<file path="config.mk">
export PLATFORM = sky130hd
export DESIGN_NAME = threshold_zone_monitor_flat
export DESIGN_NICKNAME = d
export VERILOG_FILES = /design/src/rtl/threshold_zone_monitor_pkg.sv /design/src/rtl/threshold_zone_monitor_if.sv /design/src/rtl/threshold_zone_monitor_zone_classify.sv /design/src/rtl/threshold_zone_monitor.sv /design/src/flat_wrapper.sv
export SDC_FILE = /design/constraint.sdc
export NUM_CORES = 1
export LEC_CHECK = 0
export ABC_AREA = 1
export BUFFER_PORTS_ARGS = -buffer_cell sky130_fd_sc_hd__buf_2
export CAP_MARGIN = 20
export CORE_MARGIN = 3
export CORE_UTILIZATION = 46
export DETAILED_ROUTE_END_ITERATION = 10
export GPL_TIMING_DRIVEN = 0
export PLACE_DENSITY = 0.8
export RECOVER_POWER = 25
export SLEW_MARGIN = 20
export SYNTH_ARGS = -nofsm -noshare
export SYNTH_HDL_FRONTEND = slang
export SYNTH_SLANG_ARGS = --single-unit
export TNS_END_PERCENT = 20
</file>
<file path="constraint.sdc">
create_clock -name clk -period 1.1 [get_ports clk]
set_input_delay 0.055 -clock clk [delete_from_list [all_inputs] [get_ports clk]]
set_output_delay 0.055 -clock clk [all_outputs]
set_load 0.05 [all_outputs]
</file>
<file path="src/rtl/threshold_zone_monitor_pkg.sv">
// -----------------------------------------------------------------------------
// threshold_zone_monitor_pkg
// Shared definitions for the threshold zone monitor:
//   - zone_e : zone encoding (INSIDE / BELOW / ABOVE; 2'b11 is never produced)
//   - signed_bits() : two's complement width needed to hold an integer
//   - cmp_width()   : width in which a sample and both thresholds can be
//                     compared with no truncation
// -----------------------------------------------------------------------------
package threshold_zone_monitor_pkg;

    typedef enum logic [1:0] {
        ZONE_INSIDE = 2'b00,
        ZONE_BELOW  = 2'b01,
        ZONE_ABOVE  = 2'b10
    } zone_e;

    // Smallest two's complement width that holds v.
    function automatic int signed_bits(input int v);
        for (int n = 1; n < 32; n++) begin
            if ((longint'(v) >= -(64'sd1 <<< (n - 1))) &&
                (longint'(v) <= ((64'sd1 <<< (n - 1)) - 64'sd1))) begin
                return n;
            end
        end
        return 32;
    endfunction

    // Comparison width: wide enough for the sample and both thresholds as
    // signed values, plus one bit so a zero-extended unsigned sample never
    // reads back as negative.
    function automatic int cmp_width(input int width, input int lo, input int hi);
        int w;
        w = width;
        if (signed_bits(lo) > w) begin
            w = signed_bits(lo);
        end
        if (signed_bits(hi) > w) begin
            w = signed_bits(hi);
        end
        return w + 1;
    endfunction

endpackage

</file>
<file path="src/rtl/threshold_zone_monitor_if.sv">
// -----------------------------------------------------------------------------
// threshold_zone_monitor_if
// Sample/result bundle of the threshold zone monitor.
//   in_valid, a, clr          : producer -> monitor
//   zone, alarm, changed,
//   viol_cnt                  : monitor -> consumer
// Modports: master (sample producer / observer), slave (the monitor).
// -----------------------------------------------------------------------------
interface threshold_zone_monitor_if
    import threshold_zone_monitor_pkg::*;
#(
    parameter int WIDTH = 4,
    parameter int CNT_W = 8
);
    logic             in_valid;
    logic [WIDTH-1:0] a;
    logic             clr;
    zone_e            zone;
    logic             alarm;
    logic             changed;
    logic [CNT_W-1:0] viol_cnt;

    modport master (
        output in_valid, a, clr,
        input  zone, alarm, changed, viol_cnt
    );

    modport slave (
        input  in_valid, a, clr,
        output zone, alarm, changed, viol_cnt
    );
endinterface

</file>
<file path="src/rtl/threshold_zone_monitor_zone_classify.sv">
// -----------------------------------------------------------------------------
// zone_classify
// Purely combinational classification of one sample against constant
// thresholds: BELOW if a < LO, else ABOVE if a > HI, else INSIDE.
//   i_a     : WIDTH-bit sample (two's complement when SIGNED != 0)
//   o_class : zone_e classification
// Both sides are brought to a common signed width first, so thresholds at or
// outside the sample range fold to constant true/false comparisons.
// -----------------------------------------------------------------------------
module zone_classify
    import threshold_zone_monitor_pkg::*;
#(
    parameter int WIDTH  = 4,
    parameter int SIGNED = 0,
    parameter int LO     = 4,
    parameter int HI     = 11
)(
    input  logic [WIDTH-1:0] i_a,
    output zone_e            o_class
);
    localparam int CW = cmp_width(WIDTH, LO, HI);
    localparam logic signed [CW-1:0] LO_C = CW'(LO);
    localparam logic signed [CW-1:0] HI_C = CW'(HI);

    logic signed [CW-1:0] w_a_ext;

    if (SIGNED != 0) begin : g_sext
        assign w_a_ext = {{(CW - WIDTH){i_a[WIDTH-1]}}, i_a};
    end else begin : g_zext
        assign w_a_ext = {{(CW - WIDTH){1'b0}}, i_a};
    end

    // Threshold comparison, BELOW taking precedence over ABOVE.
    always_comb begin
        o_class = ZONE_INSIDE;
        if (w_a_ext < LO_C) begin
            o_class = ZONE_BELOW;
        end else if (w_a_ext > HI_C) begin
            o_class = ZONE_ABOVE;
        end else begin
            o_class = ZONE_INSIDE;
        end
    end
endmodule

</file>
<file path="src/rtl/threshold_zone_monitor.sv">
// -----------------------------------------------------------------------------
// threshold_zone_monitor
// Classifies each valid sample, debounces the class over HOLD consecutive
// valid samples into a stable zone, and counts out-of-range samples.
//   clk, rst_n : clock, asynchronous active-low reset
//   bus.slave  : in_valid, a, clr in; zone, alarm, changed, viol_cnt out
// All outputs are registered.
// -----------------------------------------------------------------------------
module threshold_zone_monitor
    import threshold_zone_monitor_pkg::*;
#(
    parameter int WIDTH  = 4,
    parameter int SIGNED = 0,
    parameter int LO     = 4,
    parameter int HI     = 11,
    parameter int HOLD   = 3,
    parameter int CNT_W  = 8
)(
    input  logic                    clk,
    input  logic                    rst_n,
    threshold_zone_monitor_if.slave bus
);
    localparam int RUN_W = $clog2(HOLD + 1);
    localparam logic [RUN_W-1:0] HOLD_R = RUN_W'(HOLD);

    zone_e            w_class;
    zone_e            r_zone, w_zone_nxt;
    zone_e            r_cand, w_cand_nxt;
    logic [RUN_W-1:0] r_run, w_run_nxt, w_run_inc;
    logic             r_alarm;
    logic             r_changed, w_changed_nxt;
    logic [CNT_W-1:0] r_viol, w_viol_nxt;

    zone_classify #(
        .WIDTH  (WIDTH),
        .SIGNED (SIGNED),
        .LO     (LO),
        .HI     (HI)
    ) u_classify (
        .i_a     (bus.a),
        .o_class (w_class)
    );

    assign w_run_inc = r_run + RUN_W'(1);

    // Debounce next-state: a run only grows on an unbroken streak of the
    // candidate class; a run of 0 means no streak is in progress.
    always_comb begin
        w_zone_nxt    = r_zone;
        w_cand_nxt    = r_cand;
        w_run_nxt     = r_run;
        w_changed_nxt = 1'b0;
        if (bus.in_valid) begin
            if (w_class == r_zone) begin
                w_run_nxt = '0;
            end else if ((w_class == r_cand) && (r_run != '0)) begin
                if (w_run_inc == HOLD_R) begin
                    w_zone_nxt    = w_class;
                    w_run_nxt     = '0;
                    w_changed_nxt = 1'b1;
                end else begin
                    w_run_nxt = w_run_inc;
                end
            end else begin
                w_cand_nxt = w_class;
                if (HOLD == 1) begin
                    w_zone_nxt    = w_class;
                    w_run_nxt     = '0;
                    w_changed_nxt = 1'b1;
                end else begin
                    w_run_nxt = RUN_W'(1);
                end
            end
        end else begin
            w_run_nxt = r_run;
        end
    end

    // Violation counter next value: clear wins over increment, saturates.
    always_comb begin
        w_viol_nxt = r_viol;
        if (bus.clr) begin
            w_viol_nxt = '0;
        end else if (bus.in_valid && (w_class != ZONE_INSIDE) && (r_viol != '1)) begin
            w_viol_nxt = r_viol + CNT_W'(1);
        end else begin
            w_viol_nxt = r_viol;
        end
    end

    // State and output registers.
    always_ff @(posedge clk or negedge rst_n) begin
        if (!rst_n) begin
            r_zone    <= ZONE_INSIDE;
            r_cand    <= ZONE_INSIDE;
            r_run     <= '0;
            r_alarm   <= 1'b0;
            r_changed <= 1'b0;
            r_viol    <= '0;
        end else begin
            r_zone    <= w_zone_nxt;
            r_cand    <= w_cand_nxt;
            r_run     <= w_run_nxt;
            r_alarm   <= (w_zone_nxt != ZONE_INSIDE);
            r_changed <= w_changed_nxt;
            r_viol    <= w_viol_nxt;
        end
    end

    assign bus.zone     = r_zone;
    assign bus.alarm    = r_alarm;
    assign bus.changed  = r_changed;
    assign bus.viol_cnt = r_viol;
endmodule

</file>
<file path="src/flat_wrapper.sv">
// flat-port wrapper written by rule: the top's interface ports become plain ports
module threshold_zone_monitor_flat import threshold_zone_monitor_pkg::*;
#(
    parameter int WIDTH  = 4,
    parameter int SIGNED = 0,
    parameter int LO     = 4,
    parameter int HI     = 11,
    parameter int HOLD   = 3,
    parameter int CNT_W  = 8
)
  (clk, rst_n, bus_in_valid, bus_a, bus_clr, bus_zone, bus_alarm, bus_changed, bus_viol_cnt);
  threshold_zone_monitor_if #(.WIDTH(WIDTH), .CNT_W(CNT_W)) bus_i ();
  input  logic clk;
  input  logic rst_n;
  input wire logic [$bits(bus_i.in_valid)-1:0] bus_in_valid;
  input wire logic [$bits(bus_i.a)-1:0] bus_a;
  input wire logic [$bits(bus_i.clr)-1:0] bus_clr;
  output wire logic [$bits(bus_i.zone)-1:0] bus_zone;
  output wire logic [$bits(bus_i.alarm)-1:0] bus_alarm;
  output wire logic [$bits(bus_i.changed)-1:0] bus_changed;
  output wire logic [$bits(bus_i.viol_cnt)-1:0] bus_viol_cnt;
  assign bus_i.in_valid = bus_in_valid;
  assign bus_i.a = bus_a;
  assign bus_i.clr = bus_clr;
  assign bus_zone = bus_i.zone;
  assign bus_alarm = bus_i.alarm;
  assign bus_changed = bus_i.changed;
  assign bus_viol_cnt = bus_i.viol_cnt;
  threshold_zone_monitor #(.WIDTH(WIDTH), .SIGNED(SIGNED), .LO(LO), .HI(HI), .HOLD(HOLD), .CNT_W(CNT_W)) u_core (.clk(clk), .rst_n(rst_n), .bus(bus_i));
endmodule
</file>
==> results summary <==
The highest clock frequency the design can meet is 805 MHz. The fraction of final layout cells sized beyond drive strength 1 came out at 48.7%. The routed wire length per instance is 12.5 um. The number of nets in the synthesized netlist came out at 132. The post-route fraction of the period consumed by the critical path is 113%.

Grouping stages by cell kind, the critical path spends the most delay in simple AND/OR/NAND/NOR gates. Setup violations remaining at the end of the flow were counted as 12. The average instance area after synthesis is 7.47 sq um.

The worst setup path is launched from a register. The worst ir drop on vdd came out at 738 uV. The minimum hold slack came out at -0.0117 ns. The largest net degree at the start of global routing came out at 17. On the critical path, the stage with the largest delay is an instance of sky130_fd_sc_hd__dfrtp_2. The final number of max-transition violations came out at 0. The growth of design area from synthesis to finish is 39.5%. The number of I/O port buffers came out at 17.

Traced cell by cell, the critical path runs through inv_2 -> nand2_2 -> nand2_2 -> a21oi_1 -> nand3_2 -> nand2_1 -> nand2_2 -> nand2_1. In this run the number of H-tree levels came out at 1. The row count came out at 15.

The most numerous cell on the critical path is sky130_fd_sc_hd__nand2_2. For this run, the slowest stage of the critical path takes 0.40 ns. The portion of total power attributed to combinational logic is 35.2%. The flow ran to the end, but the final reports show violations.

The areal power density over the cells came out at 1350 nW/um^2. The worst hold path begins at bus_in_valid. The total number of nets in the final design came out at 162. TritonCTS built the clock tree. Leaving out fill and tap cells, the most frequent cells in the layout are sky130_fd_sc_hd__nand2_1 (25), sky130_fd_sc_hd__inv_1 (17), sky130_fd_sc_hd__buf_2 (15), sky130_fd_sc_hd__nand2_2 (10), sky130_fd_sc_hd__dfrtp_2 (10). The final setup skew is 0.00512 ns. The effective utilization at floorplan is 50.7%. In the post-route analysis, the smallest setup slack over all paths is -0.143 ns. Setup repair after global routing could not meet its margin everywhere. The height of the die came out at 50.3 um.

The flip-flop and latch count after synthesis came out at 16. For this block, the via count after detailed routing is 865. The die footprint is 2530 sq um.

For the worst setup path, the data arrival time is 1.47 ns. The leakage dissipation is 0.609 nW. The total negative slack is -1.00 ns. After floorplanning, the core was sized to cover 1780 sq um. The proportion of power drawn by flip-flops and latches came out at 42.0%.

Leaving out fill and tap cells, the most frequent cell in the layout is sky130_fd_sc_hd__nand2_1. The clock network burns 22.7% of the power. The critical path is of the register to register type.

The share of the Yosys chip area taken by registers is 44.3%. The total wire length after detailed routing came out at 2190 um. The highest fanout seen on the critical path came out at 3.

The final count of hold timing violations came out at 1. The internal cell power is 1.05 mW. Max-cap violations in this run came to 0. Clock-pin slew was measured on the worst setup and hold paths at 0.10 ns. The detailed router finished its first iteration with 13 violations. The number of nets with antenna violations after detailed routing came out at 0. Measured on the finished design, the core utilization comes to 70.7%. The headroom to the max-slew limit came out at 73.4%. The sum of net half-perimeters after detailed placement is 1410 um. The number of cells after detailed placement is 163. The endpoint type of the worst setup path is a register. The antenna diode instance count came out at 0. Counting distinct cell types in the post-synthesis netlist gives 17. Global routing used 16.8% of the available tracks across all layers. The slew of the pin with the lowest slew margin is 0.399 ns. Data on the critical path is required at its endpoint by 1.33 ns. For this run, the number of Yosys warnings is 0. The sum of overflow across all layers after global routing came out at 0. The final routed DRC violation total is 0. The path with the worst hold slack has its endpoint at u_core.r_run[1]$_DFFE_PN0P_. In this run the critical register-to-register path is launched from u_core.bus.zone[1]$_DFF_PN0_.

The number of sinks driven by the clock tree is 16. The net switching share of the total power came out at 38.5%. The final weighted congestion of routability-driven global placement came out at 0.834. The time the worst path needs with I/O delays and setup is 1.24 ns.

The cell area after technology mapping is 903 sq um. The number of global-route vias before repair came out at 821. The number of non-filler instances in the completed layout came out at 175. The synthesized instance count is 121.

In this run the register-to-register setup slack is -0.14 ns. For this design the total switching power over the nets is 0.654 mW. The floorplan die width came out at 50.3 um.

The first detailed-routing pass ran for 4 iterations. Dividing the detail-routed via count by the number of cells gives 4.94. Counting both buffers and inverters, the worst setup path holds a total of 1.

The cell count of the worst hold path is 2. The path category of the worst min-delay check is primary input to register. The insertion delay to the later sink of the worst-skew pair came out at 0.28 ns.

The endpoint of the worst-slack reg-to-reg timing path is u_core.bus.alarm$_DFF_PN0_. In this run the clock root is driven by a sky130_fd_sc_hd__clkbuf_4. The number of ports placed on the die boundary is 20. The total power came out at 1.70 mW. The total clock buffers created by CTS came out at 3.

The maximum count of clock buffers along a single path is 2. The initial antenna violation count came out at 0. The checks that failed: hold timing, setup timing. The global-route wire length before repair came out at 3310 um. The depth of the worst register-to-register path came out at 8.
[power by group through the flow]
stage,combinational [mW],clock [mW],sequential [mW]
2_1_floorplan,0.208,0,0.852
3_3_place_gp,0.446,0,0.712
3_5_place_dp,0.455,0,0.716
4_1_cts,0.486,0.389,0.703
5_1_grt,0.645,0.414,0.723
6_report,0.599,0.387,0.715
[worst reg2reg max path, stage by stage (launching register included)]
cell and delay (ns):
sky130_fd_sc_hd__dfrtp_2 0.40, sky130_fd_sc_hd__inv_2 0.05, sky130_fd_sc_hd__nand2_2 0.07, sky130_fd_sc_hd__nand2_2 0.07, sky130_fd_sc_hd__a21oi_1 0.24, sky130_fd_sc_hd__nand3_2 0.14, sky130_fd_sc_hd__nand2_1 0.11, sky130_fd_sc_hd__nand2_2 0.06
sky130_fd_sc_hd__nand2_1 0.06
[cells in the mapped netlist (all sizes together)]
master / count / area, sq um
a21o: 1 / 8.76
o21ai: 11 / 62.6
dfrtp: 16 / 400
a21oi: 3 / 15.0
nand3b: 1 / 7.51
nand2: 37 / 144
ha: 3 / 37.5
clkinv: 1 / 5.00
xor2: 2 / 17.5
nor2: 11 / 53.8
nand4: 2 / 12.5
nand3: 12 / 60.1
inv: 21 / 78.8
[sequential cells by signal, indices dropped and copies added (netlist names)]
register / flops
u_core.bus.zone: 2
u_core.r_run: 2
u_core.bus.viol_cnt: 8
u_core.r_cand: 2
u_core.bus.alarm: 1
u_core.bus.changed: 1
[cells by family (layout without fill, tap and decap cells)]
kind of cell             count (synthesis)  after routing  synth area share, %
AO/OA/AOI/OAI                           15             15                 9.56
AND/OR/NAND/NOR                         63             63                 30.7
XOR/XNOR                                 2              2                 1.94
adder cells (fa/ha/maj)                  3              3                 4.16
flip-flops                              16             16                 44.3
buffers and inverters                   22             51                 9.28
[metrics by stage]
step | worst slack [ns] | area, sq um
2_1_floorplan | -0.252 | 940
3_3_place_gp | -0.141 | 1060
3_5_place_dp | -0.167 | 1060
4_1_cts | -0.0934 | 1160
5_1_grt | -0.193 | 1260
6_report | -0.143 | 1260
[worst max-delay path by stage]
stage / start / end / slack (ns) / depth (start not counted)
2_1_floorplan: u_core.bus.viol_cnt[1]$_DFFE_PN0P_ / u_core.bus.viol_cnt[3]$_DFFE_PN0P_ / -0.25 / 6
3_3_place_gp: bus_a[2] / u_core.bus.alarm$_DFF_PN0_ / -0.14 / 11
3_5_place_dp: bus_a[2] / u_core.bus.alarm$_DFF_PN0_ / -0.17 / 11
4_1_cts: u_core.bus.viol_cnt[1]$_DFFE_PN0P_ / u_core.bus.viol_cnt[4]$_DFFE_PN0P_ / -0.09 / 7
5_1_grt: u_core.bus.zone[1]$_DFF_PN0_ / u_core.bus.alarm$_DFF_PN0_ / -0.19 / 8
6_report: u_core.bus.zone[1]$_DFF_PN0_ / u_core.bus.alarm$_DFF_PN0_ / -0.14 / 8
[final cells by class]
| class | count | area, sq um |
|---|---|---|
| clock buffer | 4 | 36.3 |
| tap | 25 | 31.3 |
| multi-input combinational | 83 | 534 |
| inverter | 22 | 87.6 |
| timing repair buffer | 25 | 158 |
| sequential | 16 | 413 |
| fill | 149 | 523 |
[layer usage]
metal	routed length [um]	GRT usage (%)	part of all wire, %
met1	905	19.8	41
met2	1160	29.3	53
met3	88	2.97	4.0
met4	37	7.62	1.7
met5	0	0	0
[repair_timing]
item / CTS / global route
hold buffers: 1 / 0
buffers inserted: 2 / 5
cloned: 0 / 0
pin swaps: 4 / 10
gates resized for setup: 9 / 27
endpoints found under the hold margin: 16 / 0
setup endpoints to repair: 12 / 19
Note: power is estimated with default switching activity, not from simulation.
